## src/rtl/present_pkg.sv

```systemverilog
// present_pkg: shared width, nibble type, S-box tables and FSM encoding for the PRESENT S-box layer.
// Latency: n/a (declarations only).
// Backpressure: n/a. Defining PRESENT_SBOX_INV_EN also provides the inverse S-box table.
package present_pkg;

  localparam int STATE_W = 64;
  localparam int NIBBLES = STATE_W / 4;

  typedef logic [3:0] nibble_t;

  // Forward PRESENT S-box, indexed by input nibble 0..F.
  localparam nibble_t SBOX [16] = '{
    4'hC, 4'h5, 4'h6, 4'hB, 4'h9, 4'h0, 4'hA, 4'hD,
    4'h3, 4'hE, 4'hF, 4'h8, 4'h4, 4'h7, 4'h1, 4'h2
  };

`ifdef PRESENT_SBOX_INV_EN
  // Inverse PRESENT S-box, used for decryption.
  localparam nibble_t SBOX_INV [16] = '{
    4'h5, 4'hE, 4'hF, 4'h8, 4'hC, 4'h1, 4'h2, 4'hD,
    4'hB, 4'h4, 4'h6, 4'h3, 4'h0, 4'h7, 4'h9, 4'hA
  };
`endif

  typedef enum logic [1:0] {
    IDLE = 2'd0,
    RUN  = 2'd1,
    DONE = 2'd2
  } fsm_t;

endpackage

```

## src/rtl/present_sbox4.sv

```systemverilog
// present_sbox4: one 4-bit PRESENT S-box lookup.
// Latency: combinational.
// Backpressure: none (pure function of inputs).
// Ports: x = input nibble, y = substituted nibble; inv (only with PRESENT_SBOX_INV_EN) selects the inverse table.
module present_sbox4
  import present_pkg::*;
(
  input  nibble_t x,
`ifdef PRESENT_SBOX_INV_EN
  input  logic    inv,
`endif
  output nibble_t y
);

`ifdef PRESENT_SBOX_INV_EN
  assign y = inv ? SBOX_INV[x] : SBOX[x];
`else
  assign y = SBOX[x];
`endif

endmodule

```

## src/rtl/present_sbox_serial.sv

```systemverilog
// present_sbox_serial: PRESENT S-box layer applied LANES nibbles per cycle over a rotating 64-bit register.
// Latency: out_valid 16/LANES rising edges after the accepting edge.
// Backpressure: one operation in flight; res held in DONE until out_ready, in_ready only in IDLE.
// Ports: clk/rst (sync, active-high); in_valid/in_ready/state accept a state; out_valid/out_ready/res
// return it substituted; busy is high in RUN or DONE. Optional macro PRESENT_SBOX_INV_EN adds dec
// (sampled at accept) to select the inverse S-box.
module present_sbox_serial
  import present_pkg::*;
#(
  parameter int LANES = 1
) (
  input  logic               clk,
  input  logic               rst,
  input  logic               in_valid,
  output logic               in_ready,
  input  logic [0:STATE_W-1] state,
`ifdef PRESENT_SBOX_INV_EN
  input  logic               dec,
`endif
  output logic               out_valid,
  input  logic               out_ready,
  output logic [0:STATE_W-1] res,
  output logic               busy
);

  localparam int SUB_W = 4 * LANES;

  if (LANES != 1 && LANES != 2 && LANES != 4 && LANES != 8 && LANES != 16) begin : g_bad_lanes
    $error("present_sbox_serial: LANES must be 1, 2, 4, 8 or 16");
  end

  fsm_t               fsm_q;
  fsm_t               fsm_d;
  logic [3:0]         cnt_q;
  logic [4:0]         cnt_sum;
  logic               wrap;
  logic [STATE_W-1:0] data_q;
  logic [STATE_W-1:0] data_step;
  logic [SUB_W-1:0]   sub;
  logic               load;
  logic               step;
`ifdef PRESENT_SBOX_INV_EN
  logic               dec_q;
`endif

  // Internally bit 63 is the MSB of nibble 0, so the positional copy keeps the nibble order.
  assign res       = data_q;
  assign in_ready  = (fsm_q == IDLE) && !rst;
  assign out_valid = (fsm_q == DONE);
  assign busy      = (fsm_q != IDLE);

  // Carry out of the 4-bit counter marks the last RUN cycle; works for LANES=16 too.
  assign cnt_sum = {1'b0, cnt_q} + 5'(LANES);
  assign wrap    = cnt_sum[4];

  // Substitute the LANES leading nibbles; the rotation below brings fresh nibbles to the front.
  for (genvar i = 0; i < LANES; i++) begin : g_lane
    present_sbox4 u_sbox (
      .x   (data_q[STATE_W-1-4*i -: 4]),
`ifdef PRESENT_SBOX_INV_EN
      .inv (dec_q),
`endif
      .y   (sub[SUB_W-1-4*i -: 4])
    );
  end

  // Rotate left by 4*LANES with the substituted nibbles re-entering at the tail; after
  // 16/LANES steps every nibble has been substituted once and is back in its own slot.
  if (LANES == 16) begin : g_full
    assign data_step = sub;
  end else begin : g_rot
    assign data_step = {data_q[STATE_W-1-SUB_W:0], sub};
  end

  always_comb begin
    fsm_d = fsm_q;
    load  = 1'b0;
    step  = 1'b0;
    unique case (fsm_q)
      IDLE: begin
        if (in_valid && in_ready) begin
          load  = 1'b1;
          fsm_d = RUN;
        end
      end
      RUN: begin
        step = 1'b1;
        if (wrap) begin
          fsm_d = DONE;
        end
      end
      DONE: begin
        if (out_ready) begin
          fsm_d = IDLE;
        end
      end
      default: fsm_d = IDLE;
    endcase
  end

  always_ff @(posedge clk) begin
    if (rst) begin
      fsm_q  <= IDLE;
      cnt_q  <= '0;
      data_q <= '0;
`ifdef PRESENT_SBOX_INV_EN
      dec_q  <= 1'b0;
`endif
    end else begin
      fsm_q <= fsm_d;
      if (load) begin
        data_q <= state;
        cnt_q  <= '0;
`ifdef PRESENT_SBOX_INV_EN
        dec_q  <= dec;
`endif
      end else if (step) begin
        data_q <= data_step;
        cnt_q  <= cnt_sum[3:0];
      end
    end
  end

endmodule
```

## config.mk

```make
export PLATFORM = sky130hd
export DESIGN_NAME = present_sbox_serial
export DESIGN_NICKNAME = d
export VERILOG_FILES = /design/src/rtl/present_pkg.sv /design/src/rtl/present_sbox4.sv /design/src/rtl/present_sbox_serial.sv
export SDC_FILE = /design/constraint.sdc
export NUM_CORES = 1
export LEC_CHECK = 0
export BUFFER_PORTS_ARGS = -buffer_cell sky130_fd_sc_hd__buf_4
export CORE_AREA = 2 2 95 97
export DETAILED_ROUTE_END_ITERATION = 12
export DIE_AREA = 0 0 97 99
export PLACE_DENSITY = 0.66
export SYNTH_ARGS = -nofsm -noshare
export SYNTH_HDL_FRONTEND = slang
export SYNTH_SLANG_ARGS = --single-unit
```

## constraint.sdc

```tcl
create_clock -name clk -period 1.7 [get_ports clk]
set_input_delay 0.085 -clock clk [delete_from_list [all_inputs] [get_ports clk]]
set_output_delay 0.085 -clock clk [all_outputs]
set_load 0.02 [all_outputs]
```

==> flow_summary_export.csv, run 1 <==
group,metric,value,unit
power,p_per_area,839,nW/um^2
worst_setup_path,critPathMaxFanout,3,
worst_setup_path,cp.arrival,1.86,ns
worst_setup_path,path_delay_family,"multiplexers",
finish,antenna_cells,0,
logic_synthesis,synthSimpleGateAreaFrac,19.3,%
logic_synthesis,ys_warn_count,0,
worst_setup_path,cpPeakStageDelay,0.48,ns
floorplanning,die_x,97,um
power,irDropWorstVdd,329,uV
clock_tree,postCtsHoldBufs,0,
power,combPwrFrac,23.7,%
clock_tree,cts.sinks,70,
finish,multi_input_area,1760,um^2
timing,rsz0062_at_grt,"no",
worst_setup_path,crit_type,"reg2reg",
routing,route.detailed.drc,0,
logic_synthesis,ys_top_cells_by_area,"dfxtp_1 (42%), a311oi_2 (9.9%), a22oi_1 (8.5%)",
global_route,grt_pass1_wl,15800,um
logic_synthesis,synth_xor_area_share,0.524,%
clock_tree,cts_root_buf,"clkbuf_8",
routing,drt_iter0_drc,160,
worst_setup_path,crit_chain,"inv_1 > ha_4 > inv_1 > mux4_2 > a2111oi_4",
timing,hold_ws,0.0350,ns
worst_hold_path,min_from,"rst",
finish,finalNetCount,578,
logic_synthesis,synth-adder-area-share,2.25,%
place,dpl.hpwl,6630,um
routing,via_per_inst,5.41,
worst_setup_path,cp_data_required_time,1.94,ns
logic_synthesis,synth_compound_area_share,27.8,%
floorplanning,ios,135,
global_route,grt.total_usage,19.8,%
outcome,status,"completed",
finish,area_growth,39.3,%
logic_synthesis,synthFlopType,"dfxtp_1",
logic_synthesis,synth_area,3340,um^2
worst_setup_path,cpMostUsedCell,"inv_1",
flow_run,cap_viol_max_count,0,
floorplanning,core_area,8550,um^2
worst_setup_path,crit_buf_inv,2,
floorplanning,dieHeight,99,um
clock_tree,cts_tree,"yes",
worst_hold_path,hold_class,"in2reg",
timing,timing.final.crit_share,95.5,%
power,p_seq_share,47.1,%
logic_synthesis,synth-seq-area-share,41.9,%
clock_tree,clkTransAtPathRegs,0.07,ns
power,p_int,2720,uW
finish,mostFrequentLayoutCells,"buf_4 (147), dfxtp_1 (68), nand2_1 (47)",
power,p_leak,0.00185,uW
clock_tree,numCtsBuffers,9,
routing,dr.pass1.iters,4,
worst_setup_path,reg2reg_slack,0.08,ns
worst_setup_path,cp-start-kind,"flip-flop",
power,p_sw_share,30.3,%
routing,wl_per_cell,16.0,um
logic_synthesis,ys_ff_latch,70,
timing,worstMarginPinSlew,0.459,ns
floorplanning,dieArea,9600,um^2
logic_synthesis,yosysTopAreaCell,"dfxtp_1",
finish,nFillCells,795,
global_route,overflow,0,
clock_tree,clockBufferDepth,2,
worst_setup_path,reg2regPathDepth,5,
place,place_congestion,0.820,
floorplanning,initial_core_util,39.1,%
global_route,grt_antenna_before_repair,0,
clock_tree,clk_latency,0.33,ns
worst_hold_path,hold_path_depth,2,
logic_synthesis,synth_cells,381,
finish,layout-drive-gt1-share,38.9,%
logic_synthesis,avgSynthCellArea,8.77,um^2
finish,final_util,54.4,%
logic_synthesis,syn-num-nets,455,
timing,relSlewSlack,69.4,%
logic_synthesis,synth_top_family_by_area,"compound AO/OA/AOI/OAI gates",
timing,setup_viol,0,
timing,maxSlewViolCount,0,
timing,hold_viol,0,
worst_setup_path,timing.rr.end,"res[61]$_SDFFE_PP0P_",
logic_synthesis,synthDistinctLibCells,38,
timing,fmax,616,MHz
finish,final_common_cell,"buf_4",
worst_hold_path,holdPathEnd,"res[9]$_SDFFE_PP0P_",
logic_synthesis,synth_edf_count,0,
logic_synthesis,synthArstFlopShare,0,%
clock_tree,post_cts_buffers,0,
place,port_buffers,134,
finish,seqCellArea,1410,um^2
worst_setup_path,crit_path_start,"res[2]$_SDFFE_PP0P_",
timing,min_period,1.62,ns
routing,postRouteAntennaNets,0,
timing,finClkSkew,0.00916,ns
worst_setup_path,regToRegStartpoint,"res[2]$_SDFFE_PP0P_",
worst_setup_path,slowest_stage,"mux4_2",
power,p_switching,1180,uW
global_route,grt_pass1_vias,3199,
routing,drt-total-wl,9810,um
power,p_clk_share,29.2,%
logic_synthesis,synth_top_area_share,41.9,%
routing,num_vias,3330,
floorplanning,rows,34,
clock_tree,htreeDepth,3,
logic_synthesis,yosys-mux-area-fraction,1.27,%
global_route,grt_max_degree,47,
worst_setup_path,critPathCaptureType,"flip-flop",
through the flow:
step | total power [uW] | instance area (um^2) | instances | worst slack (ns) | TNS (ns)
after detailed placement | 2780 | 4470 | 601 | -0.0669 | -0.0669
after global placement | 2770 | 4470 | 601 | 0.0781 | 0
after floorplan | 2380 | 3350 | 381 | 0.0116 | 0
after CTS | 3930 | 4640 | 615 | 0.0321 | 0
final | 3900 | 4650 | 615 | 0.0765 | 0
after global routing | 4080 | 4650 | 615 | 0.00966 | 0
worst max-delay path by stage:
stage                                end  cells after the start  slack (ns)
global placement    res[61]$_SDFFE_PP0P_                      5        0.08
finish              res[61]$_SDFFE_PP0P_                      5        0.08
CTS                 res[61]$_SDFFE_PP0P_                      5        0.03
detailed placement  res[61]$_SDFFE_PP0P_                      5       -0.07
floorplan           res[61]$_SDFFE_PP0P_                      5        0.01
global route        res[61]$_SDFFE_PP0P_                      5        0.01
layout make-up:
type,instances,share of cell area [%]
Clock inverter,2,0.215
Multi-Input combinational cell,265,37.8
Clock buffer,12,3.12
Tap cell,108,2.90
Inverter,8,0.646
Sequential cell,70,30.3
Timing Repair Buffer,150,25.0
per-layer routing:
metal | vias to the layer above | GRT usage, % | part of all wire (%) | wire [um]
met2 | 95 | 30.3 | 47 | 4580
met5 | - | 0 | 0 | 0
met3 | 20 | 4.33 | 4.9 | 483
met4 | 0 | 8.56 | 2.4 | 233
met1 | 1591 | 27.0 | 46 | 4510
li1 | 1624 | - | - | -
sequential cells by signal, summed over array words and instances, names as in the netlist:
| name | cells |
|---|---|
| res | 64 |
| cnt_q | 4 |
| fsm_q | 2 |
cells in the mapped netlist (3+ instances only):
| cell type | n |
|---|---|
| dfxtp_1 | 70 |
| nand2_1 | 47 |
| a21oi_1 | 43 |
| nand3_1 | 40 |
| a22oi_1 | 38 |
| nor2_1 | 30 |
| a311oi_2 | 22 |
| buf_2 | 17 |
| clkbuf_1 | 12 |
| inv_1 | 8 |
| ha_1 | 6 |
| buf_6 | 4 |
| nor2b_1 | 4 |
| a211oi_1 | 3 |
| buf_1 | 3 |
| nand2b_1 | 3 |
| nor3b_1 | 3 |
timing repair:
action                                  CTS  global route
resized for setup                         3             1
pin swaps                                 0             1
endpoints found under the setup margin    1             1
power groups by stage:
stage	Sequential, uW	Clock (uW)	Combinational (uW)
CTS	1840	1170	920
global placement	1870	0	899
floorplan	1980	0	396
finish	1840	1140	926
global route	1850	1240	992
detailed placement	1870	0	911
cells by family (layout without fill, tap and decap cells):
| family | after synthesis | in the layout |
|---|---|---|
| mux | 3 | 3 |
| fa+ha+maj | 6 | 6 |
| simple gates | 139 | 139 |
| flops | 70 | 70 |
| compound gates | 115 | 115 |
| xor+xnor | 2 | 2 |
| buf+inv | 46 | 172 |
(Power assumes the default switching activity.)
==> run 2, diff against run 1 <==
--- a/config.mk
+++ b/config.mk
@@ -5,11 +5,13 @@
 export SDC_FILE = /design/constraint.sdc
 export NUM_CORES = 1
 export LEC_CHECK = 0
+export ABC_AREA = 1
 export BUFFER_PORTS_ARGS = -buffer_cell sky130_fd_sc_hd__buf_4
-export CORE_AREA = 2 2 95 97
+export CORE_AREA = 2 2 99 101
+export CTS_BUF_LIST = sky130_fd_sc_hd__clkbuf_8
 export DETAILED_ROUTE_END_ITERATION = 12
-export DIE_AREA = 0 0 97 99
-export PLACE_DENSITY = 0.66
+export DIE_AREA = 0 0 101 103
+export PLACE_DENSITY = 0.65
 export SYNTH_ARGS = -nofsm -noshare
 export SYNTH_HDL_FRONTEND = slang
 export SYNTH_SLANG_ARGS = --single-unit
==> run 2 against run 1 <==
Clock power up 32%. Wire length up 7.5%. Final area up 10%. Clock-buffer cell count down 2. Core utilization down 0.32 points. Clock skew up 0.0041 ns.
==> flow_summary_export.csv, run 2 <==
group,metric,value,unit
finish,fin_cells,831,
routing,postRouteAntennaNets,0,
worst_setup_path,critPathMaxFanout,57,
clock_tree,cts_root_buf,"clkbuf_8",
worst_setup_path,reg2reg_slack,0.20,ns
logic_synthesis,synth.most_common_cell,"nor2_1",
worst_setup_path,regToRegStartpoint,"fsm_q[0]$_SDFFE_PP0P_",
routing,wl_per_cell,12.7,um
timing,relSlewSlack,63.8,%
timing,hold_viol,0,
floorplanning,core_area,9460,um^2
floorplanning,die_x,101,um
power,p_leak,0.00246,uW
worst_setup_path,cpMostUsedCell,"nor2_1",
worst_hold_path,min_from,"out_ready",
logic_synthesis,synth_top_area_share,38.7,%
global_route,grtUsageMet3,6.10,%
worst_setup_path,crit_chain,"nor2_4 > nand3_2 > buf_4 > o21ai_0 > nor2_1 > nor2_1",
floorplanning,initial_core_util,38.3,%
global_route,grt_antenna_before_repair,0,
worst_setup_path,crit_path_start,"fsm_q[0]$_SDFFE_PP0P_",
logic_synthesis,synth-seq-area-share,38.7,%
logic_synthesis,synthDistinctLibCells,23,
worst_setup_path,cp.arrival,1.70,ns
clock_tree,clk_latency,0.34,ns
finish,antenna_cells,0,
worst_setup_path,crit_type,"reg2reg",
finish,finalNetCount,786,
logic_synthesis,synth_cells,569,
finish,nFillCells,963,
place,place_congestion,0.818,
clock_tree,cts.sinks,70,
floorplanning,dieArea,10400,um^2
timing,worstMarginPinSlew,0.543,ns
clock_tree,numCtsBuffers,9,
worst_setup_path,cp_data_required_time,1.90,ns
timing,tns,0,ns
finish,final_area,5120,um^2
worst_hold_path,holdPathEnd,"fsm_q[1]$_SDFFE_PP0P_",
worst_setup_path,path_delay_family,"buffers and inverters",
place,port_buffers,134,
routing,drt_iter0_drc,156,
worst_setup_path,reg2regPathDepth,6,
logic_synthesis,yosys-top-cells-count,"nor2_1 (175), nand2_1 (102), dfxtp_1 (70)",
place,place_ws,0.207,ns
timing,maxSlewViolCount,0,
floorplanning,dieHeight,103,um
place,dp.cells,793,
clock_tree,htreeDepth,3,
timing,finClkSkew,0.0133,ns
timing,setup_ws,0.201,ns
flow_run,cap_viol_max_count,0,
finish,area_growth,41.4,%
logic_synthesis,synthArstFlopShare,0,%
global_route,overflow,0,
clock_tree,cts_tree,"yes",
global_route,grt_max_degree,58,
logic_synthesis,syn-num-nets,643,
logic_synthesis,ys_ff_latch,70,
worst_setup_path,cp-start-kind,"flip-flop",
finish,largest_reg_flops,64,
worst_hold_path,hold_path_depth,4,
worst_setup_path,cpPeakStageDelay,0.48,ns
worst_setup_path,timing.rr.end,"res[22]$_SDFFE_PP0P_",
timing,timing.final.crit_share,88.2,%
timing,min_period,1.50,ns
floorplanning,rows,36,
outcome,status,"completed",
worst_hold_path,hold_class,"in2reg",
timing,setup_viol,0,
global_route,grt_pass1_wl,16800,um
worst_setup_path,critPathCaptureType,"flip-flop",
logic_synthesis,ys_warn_count,0,
finish,mostFrequentLayoutCells,"nor2_1 (175), buf_4 (144), nand2_1 (102)",
place,place_area,4670,um^2
routing,route.detailed.drc,0,
logic_synthesis,synth_area,3620,um^2
power,irDropWorstVdd,442,uV
logic_synthesis,synthFlopType,"dfxtp_1",
clock_tree,cts_resized,0,
global_route,use_met1,23.7,%
routing,num_vias,3960,
clock_tree,clockBufferDepth,2,
logic_synthesis,ys_top_cells_by_area,"dfxtp_1 (39%), nor2_1 (18%), nand2_1 (11%)",
timing,rsz0062_at_grt,"no",
finish,final_common_cell,"nor2_1",
place,dpl.hpwl,7240,um
logic_synthesis,synth_edf_count,0,
global_route,grt_pass1_vias,3725,
global_route,grt.total_usage,20.2,%
routing,drt-total-wl,10600,um
worst_setup_path,slowest_stage,"buf_4",
finish,layout-drive-gt1-share,23.6,%
clock_tree,post_cts_buffers,0,
logic_synthesis,yosysTopAreaCell,"dfxtp_1",
clock_tree,clkTransAtPathRegs,0.07,ns
routing,dr.pass1.iters,4,
routing,via_per_inst,4.77,
global_route,grt_busiest_layer,"met2",
floorplanning,ios,135,
power,p_per_area,877,nW/um^2
timing,fmax,667,MHz
worst_setup_path,crit_buf_inv,1,
clock_tree,postCtsHoldBufs,22,
global_route,met2_usage,35.4,%
logic_synthesis,avgSynthCellArea,6.36,um^2
## run 2: changes by cell type in the layout (fill, tap and decap cells not counted), sizes merged, moves of 8 or more
cell / previous run / this run
a22oi: 38 / 0
o21ai: 1 / 36
o211ai: 1 / 9
dlygate4sd3: 0 / 22
inv: 8 / 70
a311oi: 22 / 0
nor2: 30 / 176
nand3: 40 / 26
nand2: 47 / 104
a21oi: 43 / 9
nand4: 0 / 21
## run 2: report_power, final
| group | switching, uW | leakage [uW] | internal, uW | total [uW] |
|---|---|---|---|---|
| registers | 94.5 | 0.000573 | 1760 | 1850 |
| clock network | 641 | 0.000108 | 861 | 1500 |
| logic | 647 | 0.00178 | 482 | 1130 |
## run 2: tightest hold or removal path, cell delays in order
cell and delay [ns]:
buf_4 0.08, nor3_1 0.04, a21oi_1 0.11, nor2_1 0.04
## run 2: stage by stage
step                      util [%]  power (uW)  hold WS (ns)
after floorplan                  -        2540         0.220
after global placement        49.4        2970         0.310
after detailed placement      49.4        2990         0.314
after CTS                     54.1        4530        0.0507
after global routing          54.1        4730        0.0699
final                         54.1        4490        0.0668
## run 2: layout make-up
type	instances	area [um^2]	area share, %
Inverter	70	263	5.14
Tap cell	114	143	2.79
Multi-Input combinational cell	393	1750	34.1
Clock buffer	10	138	2.69
Timing Repair Buffer	168	1340	26.2
Clock inverter	6	85.1	1.66
Sequential cell	70	1400	27.4
## run 2: logic make-up (layout without fill, tap and decap cells)
kind of cell | after synthesis | after routing | synth area share [%]
compound gates | 56 | 56 | 8.51
xor+xnor | 2 | 2 | 0.484
fa+ha+maj | 6 | 6 | 2.07
buf+inv | 106 | 254 | 13.0
flops | 70 | 70 | 38.7
simple gates | 329 | 329 | 37.2
## run 2: worst max-delay path by stage
stage / to / cells past startpoint
after global placement: res[32]$_SDFFE_PP0P_ / 6
final: res[22]$_SDFFE_PP0P_ / 6
after CTS: in_ready / 5
after floorplan: res[61]$_SDFFE_PP0P_ / 8
after detailed placement: res[22]$_SDFFE_PP0P_ / 6
after global routing: res[22]$_SDFFE_PP0P_ / 6
## run 2: per-layer routing
metal / share of wire [%] / vias up
met5: 0 / -
met4: 1.3 / 0
met3: 7.0 / 14
met2: 49 / 113
met1: 43 / 1789
li1: - / 2044
